### src/rtl/qed_inst_gen.sv
// Pseudo-random RV32I instruction producer for the QED constraint interface (valid/ready output).
// Optional embedded property checks are enabled by defining INST_GEN_ASSERT_EN.
module qed_inst_gen #(
    parameter logic [31:0] SEED       = 32'h0000_0001,
    parameter logic [15:0] MAX_INSTS  = 16'd256,
    parameter logic [7:0]  DRAIN_NOPS = 8'd8
) (
    input  logic        clk,
    input  logic        rst,
    input  logic        en,
    input  logic        sif_commit,
    input  logic        inst_ready,
    output logic        inst_valid,
    output logic [31:0] instruction,
    output logic [15:0] inst_count,
    output logic        done
);
    // Handshake: a word transfers on any posedge where inst_valid && inst_ready; while
    // inst_valid && !inst_ready the word and inst_valid hold unchanged.
    localparam logic [31:0] TAPS     = 32'h8020_0003;
    localparam logic [31:0] SEED_EFF = (SEED == 32'h0) ? 32'h1 : SEED;
    localparam logic [31:0] NOP      = 32'h0000_007F;

    typedef enum logic [1:0] {S_IDLE, S_GEN, S_DRAIN, S_DONE} state_t;

    state_t      state_q, state_d;
    logic [31:0] lfsr_q, lfsr_d;
    logic [31:0] word_q, word_d;
    logic        valid_q, valid_d;
    logic [15:0] count_q, count_d;
    logic [7:0]  drain_q, drain_d;
    logic        done_q, done_d;
    logic        sif_seen_q, sif_seen_d;
    logic        accept, sif_ok;
    logic [31:0] lfsr_adv, gen_word;

    function automatic logic [31:0] lfsr_step(input logic [31:0] l);
        return (l >> 1) ^ (l[0] ? TAPS : 32'h0);
    endfunction

    function automatic logic [31:0] build_word(input logic [31:0] l, input logic sw_ok);
        logic [4:0]  rd, rs1, rs2;
        logic [2:0]  f3;
        logic [6:0]  f7;
        logic [31:0] w;
        rd  = {1'b0, l[15:12]};
        rs1 = {1'b0, l[11:8]};
        rs2 = {1'b0, l[19:16]};
        f3  = l[6:4];
        f7  = 7'h0;
        w   = NOP;
        case (l[3:0])
            4'd0, 4'd1, 4'd2, 4'd3: begin
                // Shift-immediates need a legal funct7 in the top of imm12.
                if (f3 == 3'b001)      f7 = 7'h00;
                else if (f3 == 3'b101) f7 = l[7] ? 7'h20 : 7'h00;
                else                   f7 = l[31:25];
                w = {f7, l[24:20], rs1, f3, rd, 7'h13};
            end
            4'd4, 4'd5, 4'd6, 4'd7: begin
                f7 = (l[7] && (f3 == 3'b000 || f3 == 3'b101)) ? 7'h20 : 7'h00;
                w  = {f7, rs2, rs1, f3, rd, 7'h33};
            end
            4'd8:  w = {6'b0, l[21:16], 5'd0, 3'b010, rd, 7'h03};
            4'd9:  w = {l[31:12], rd, 7'h6F};
            4'd10: w = {l[31:12], rd, 7'h37};
            4'd11: w = {l[31:12], rd, 7'h17};
            4'd12: if (sw_ok) w = {6'b0, l[20], rs2, 5'd0, 3'b010, l[25:21], 7'h23};
            default: w = NOP;
        endcase
        return w;
    endfunction

    always_ff @(posedge clk) begin
        if (rst) begin
            state_q    <= S_IDLE;
            lfsr_q     <= SEED_EFF;
            word_q     <= NOP;
            valid_q    <= 1'b0;
            count_q    <= 16'd0;
            drain_q    <= 8'd0;
            done_q     <= 1'b0;
            sif_seen_q <= 1'b0;
        end else begin
            state_q    <= state_d;
            lfsr_q     <= lfsr_d;
            word_q     <= word_d;
            valid_q    <= valid_d;
            count_q    <= count_d;
            drain_q    <= drain_d;
            done_q     <= done_d;
            sif_seen_q <= sif_seen_d;
        end
    end

    always_comb begin
        accept     = valid_q && inst_ready;
        sif_ok     = sif_seen_q | sif_commit;
        lfsr_adv   = accept ? lfsr_step(lfsr_q) : lfsr_q;
        // Each word is drawn from the value one step ahead of the LFSR register.
        gen_word   = build_word(lfsr_step(lfsr_adv), sif_ok);
        state_d    = state_q;
        lfsr_d     = lfsr_adv;
        word_d     = word_q;
        valid_d    = valid_q;
        count_d    = count_q;
        drain_d    = drain_q;
        done_d     = done_q;
        sif_seen_d = sif_ok;
        case (state_q)
            S_IDLE: begin
                if (en) begin
                    if (MAX_INSTS != 16'd0) begin
                        state_d = S_GEN;
                        word_d  = gen_word;
                        valid_d = 1'b1;
                    end else if (DRAIN_NOPS != 8'd0) begin
                        state_d = S_DRAIN;
                        word_d  = NOP;
                        valid_d = 1'b1;
                        drain_d = 8'd0;
                    end else begin
                        state_d = S_DONE;
                        done_d  = 1'b1;
                    end
                end
            end
            S_GEN: begin
                if (accept) begin
                    if (count_q != 16'hFFFF) count_d = count_q + 16'd1;
                    if ({1'b0, count_q} + 17'd1 == {1'b0, MAX_INSTS}) begin
                        word_d  = NOP;
                        drain_d = 8'd0;
                        if (DRAIN_NOPS != 8'd0) begin
                            state_d = S_DRAIN;
                        end else begin
                            state_d = S_DONE;
                            valid_d = 1'b0;
                            done_d  = 1'b1;
                        end
                    end else begin
                        word_d = gen_word;
                    end
                end
            end
            S_DRAIN: begin
                if (accept) begin
                    if ({1'b0, drain_q} + 9'd1 == {1'b0, DRAIN_NOPS}) begin
                        state_d = S_DONE;
                        valid_d = 1'b0;
                        done_d  = 1'b1;
                    end else begin
                        drain_d = drain_q + 8'd1;
                    end
                end
            end
            default: begin
                valid_d = 1'b0;
                done_d  = 1'b1;
            end
        endcase
    end

    assign inst_valid  = valid_q;
    assign instruction = word_q;
    assign inst_count  = count_q;
    assign done        = done_q;

`ifdef INST_GEN_ASSERT_EN
    logic [6:0] a_op;
    assign a_op = word_q[6:0];

    a_stable: assert property (@(posedge clk) disable iff (rst)
        valid_q && !inst_ready |=> $stable(word_q) && valid_q);
    a_opcode: assert property (@(posedge clk) disable iff (rst)
        valid_q |-> a_op inside {7'h13, 7'h33, 7'h03, 7'h23, 7'h6F, 7'h37, 7'h17, 7'h7F});
    a_rd: assert property (@(posedge clk) disable iff (rst)
        valid_q && a_op inside {7'h13, 7'h33, 7'h03, 7'h6F, 7'h37, 7'h17} |-> !word_q[11]);
    a_rs1: assert property (@(posedge clk) disable iff (rst)
        valid_q && a_op inside {7'h13, 7'h33} |-> !word_q[19]);
    a_rs2: assert property (@(posedge clk) disable iff (rst)
        valid_q && a_op inside {7'h33, 7'h23} |-> !word_q[24]);
    a_lw: assert property (@(posedge clk) disable iff (rst)
        valid_q && a_op == 7'h03 |-> word_q[19:15] == 5'd0 && word_q[31:26] == 6'd0);
    a_sw: assert property (@(posedge clk) disable iff (rst)
        valid_q && a_op == 7'h23 |-> word_q[19:15] == 5'd0 && word_q[31:26] == 6'd0 && sif_seen_q);
`endif

endmodule

### config.mk
export PLATFORM = sky130hd
export DESIGN_NAME = qed_inst_gen
export DESIGN_NICKNAME = d
export VERILOG_FILES = /design/src/rtl/qed_inst_gen.sv
export SDC_FILE = /design/constraint.sdc
export NUM_CORES = 1
export LEC_CHECK = 0
export BUFFER_PORTS_ARGS = -buffer_cell sky130_fd_sc_hd__buf_2
export CELL_PAD_IN_SITES_DETAIL_PLACEMENT = 1
export CELL_PAD_IN_SITES_GLOBAL_PLACEMENT = 1
export CORE_MARGIN = 2
export CORE_UTILIZATION = 47
export CTS_CLUSTER_DIAMETER = 200
export DETAILED_ROUTE_END_ITERATION = 10
export PLACE_DENSITY = 0.86
export SYNTH_ARGS = -nofsm -noshare
export SYNTH_HDL_FRONTEND = slang
export SYNTH_SLANG_ARGS = --single-unit
### constraint.sdc
create_clock -name clk -period 4.6 [get_ports clk]
set_input_delay 0.23 -clock clk [delete_from_list [all_inputs] [get_ports clk]]
set_output_delay 0.23 -clock clk [all_outputs]
set_load 0.1 [all_outputs]
==> flow_summary.ini <==
[status]
status = completed

[route]
dr.pass1.iters = 4
viasPerCell = 5.93
drt-initial-drc-count = 158
num_vias = 4014
wl_per_cell_um = 18.6
ant_nets = 0
drc = 0
drt-total-wl_um = 12600

[critical_path]
r2r_slack_ps = 1220
r2r_cells = 8
crit_chain = ha_1, nand3_1, and4b_2, mux2i_1, a2111oi_4, a311oi_2, nor2b_1, a32o_1
reg2reg_to = instruction[11]$_SDFFE_PP0P_
path_buf_inv = 0
slowest_delay_ps = 750
crit_fanout = 13
crit_type = reg -> reg
cpMaxStageDelayCell = nor2b_1
cp-start-kind = register
required_ps = 4910
path_delay_family = compound AO/OA/AOI/OAI gates
arrival_ps = 3690
end_kind = register
r2r_start = inst_count[0]$_SDFFE_PP0P_

[logic_synthesis]
synth-edff-count = 0
avgSynthCellArea_um2 = 8.73
syn_inst = 513
async_reset_ff_share_pct = 0
synth_cell_types = 65
netlist_top_cells_area = dfxtp_1 40%, mux2i_1 5.8%, nor2_1 5.6%
yosysSeqAreaShare_pct = 40.2
ys.flop_type = dfxtp_1
synth_seq_cells = 90
ys_warn_count = 0
synth.top_cell.area_share_pct = 40.2
netlist_area_mm2 = 0.00448
yosysTopAreaCell = dfxtp_1

[global_route]
grt_pass1_vias = 4019
grt_overflow = 0
grt_pass1_wl_um = 20400
antenna_found_initial = 0
grt_start_max_net_pins = 40
grt_util_all_layers_pct = 25.2

[timing]
fin_worst_skew_ps = 12.8
rsz0062_at_grt = false
slew_violations = 0
setup_tns_ps = 0
clock.fmax_mhz = 296
setup_slack_ps = 1220
max_slew.worst_pin.slew_ps = 825
max_slew_margin_pct = 44.9
setup_violations = 0
final_hold_viol_count = 0
fin_crit_sh_pct = 73.5
fin_crit_ps = 3380

[clocking]
cts_buffers = 9
clk_latency_ps = 370
root_buffer = clkbuf_8
clk_pin_slew_ps = 110
postCtsSetupBuffers = 0
cts_hold_buffers = 0
cts_resized = 0
cts_tree = done
clockBufferDepth = 2
cts_max_level = 3
cts.sinks = 90

[power_and_ir_drop]
vdd_ir_drop_max_uv = 244
seqPwrFrac_pct = 38.8
power_switching_mw = 1.05
p_comb_share_pct = 37.7
power.density_mw_per_mm2 = 464
clkPwrFrac_pct = 23.4
p_sw_share_pct = 45.5
internal-power_mw = 1.25
leakagePower_nw = 1.95

[placed_design]
postPlaceCellArea_mm2 = 0.00477
io_buffers = 52
place.gp.congestion = 0.835
dp_cells = 661
place_ws_ps = 1250
hpwl_um = 9010

[cells_and_area]
layout_commonest_cell = dfxtp_1
fillers = 1128
layout_common_cells = 90 x dfxtp_1, 67 x nor2_1, 52 x buf_2, 44 x nand2_1, 26 x mux2i_1
syn_to_final_growth_pct = 10.8
nNetsFinal = 556
n_antenna_cell = 0
final_area_mm2 = 0.00496
drive_above_1_share_pct = 16.1
finalNonFillerCells = 677

[worst_hold_path]
hold_depth = 3
min_to = sif_seen_q$_SDFF_PP0_
min_from = sif_commit
hold_path_class = in -> reg

[flow_run]
cap_violations = 0

[die]
rows = 35
coreArea_mm2 = 0.00924
fp.dieArea_mm2 = 0.0103
ioPinCount = 55
die_w_um = 102
dieHeight_um = 102
start_util_pct = 48.5
-- state kept, by name, summed over array words and instances (netlist names) --
| register | count |
|---|---|
| lfsr_q | 32 |
| instruction | 29 |
| inst_count | 16 |
| drain_q | 8 |
| state_q | 2 |
| done | 1 |
| inst_valid | 1 |
| sif_seen_q | 1 |
-- layer usage --
metal | wire length [um] | global-route usage (%) | vias up
met4 | 239 | 8.32 | 0
met1 | 5340 | 31.2 | 2008
met2 | 6500 | 44.0 | 74
met3 | 490 | 4.90 | 21
li1 | - | - | 1911
met5 | 0 | 0 | -
-- worst min-delay path, stage by stage --
cell    delay (ps)
buf_2          100
nor2_1          80
nor2_1         100
-- how the worst max path moves through the flow --
stage	from	endpoint	slack, ps	cells past startpoint
floorplan	inst_count[0]$_SDFFE_PP0P_	state_q[0]$_SDFFE_PP0P_	1000	9
global placement	inst_count[0]$_SDFFE_PP0P_	instruction[31]$_SDFFE_PP0P_	1480	8
detailed placement	inst_count[0]$_SDFFE_PP0P_	instruction[11]$_SDFFE_PP0P_	1250	8
CTS	inst_count[0]$_SDFFE_PP0P_	instruction[11]$_SDFFE_PP0P_	1230	8
global route	inst_count[3]$_SDFFE_PP0P_	instruction[11]$_SDFFE_PP0P_	910	7
finish	inst_count[0]$_SDFFE_PP0P_	instruction[11]$_SDFFE_PP0P_	1220	8
-- power groups by stage --
| stage | Combinational, mW | Clock (mW) | Sequential [mW] |
|---|---|---|---|
| 2_1_floorplan | 0.445 | 0 | 1.16 |
| 3_3_place_gp | 0.836 | 0 | 0.905 |
| 3_5_place_dp | 0.859 | 0 | 0.911 |
| 4_1_cts | 0.865 | 0.550 | 0.893 |
| 5_1_grt | 0.922 | 0.577 | 0.900 |
| 6_report | 0.869 | 0.539 | 0.894 |
-- cell families (layout without fill, tap and decap cells) --
| logic type | count (synthesis) | count (layout) | share of synthesized area (%) |
|---|---|---|---|
| multiplexers | 28 | 28 | 6.31 |
| XOR/XNOR | 27 | 27 | 5.28 |
| flip-flops | 90 | 90 | 40.2 |
| AO/OA/AOI/OAI | 118 | 118 | 20.6 |
| AND/OR/NAND/NOR | 192 | 192 | 20.7 |
| buffers and inverters | 49 | 83 | 4.61 |
| other | 1 | 2 | 0.0837 |
| adder cells (fa/ha/maj) | 8 | 8 | 2.23 |
-- through the flow --
stage                     total power, mW  utilization [%]  hold WS, ps
final                                2.30             53.7          187
after global routing                 2.40             53.7          185
after CTS                            2.31             53.7          166
after detailed placement             1.77             51.6          456
after global placement               1.74             51.6          445
after floorplan                      1.60                -          375
-- synth_stat cells (3+ instances only) --
library cell / n
nand4_1: 10
a211oi_1: 3
a31oi_1: 4
buf_2: 6
a32o_1: 8
o21ai_0: 13
or3_1: 7
a211o_1: 3
inv_1: 11
ha_1: 8
dfxtp_1: 90
buf_1: 4
a21oi_1: 20
nor3_1: 15
a221o_1: 4
o22ai_1: 13
nor2_1: 67
buf_4: 4
and3_1: 6
clkbuf_1: 24
nor2b_1: 4
nor3b_1: 4
mux2i_1: 26
a22o_1: 17
and2_1: 6
xnor2_1: 12
xor2_1: 15
nand3_1: 17
o211ai_1: 4
nand2_1: 44
-- layout make-up --
| cell class | count | area, um2 | share of cell area, % |
|---|---|---|---|
| repair buffers | 56 | 290 | 5.85 |
| clock inverters | 7 | 71.3 | 1.44 |
| well taps | 129 | 161 | 3.25 |
| clock buffers | 9 | 124 | 2.49 |
| inverters | 11 | 41.3 | 0.832 |
| flip-flops and latches | 90 | 1800 | 36.3 |
| multi-input cells | 375 | 2470 | 49.8 |
No activity file was read; power rests on OpenSTA's default activity.
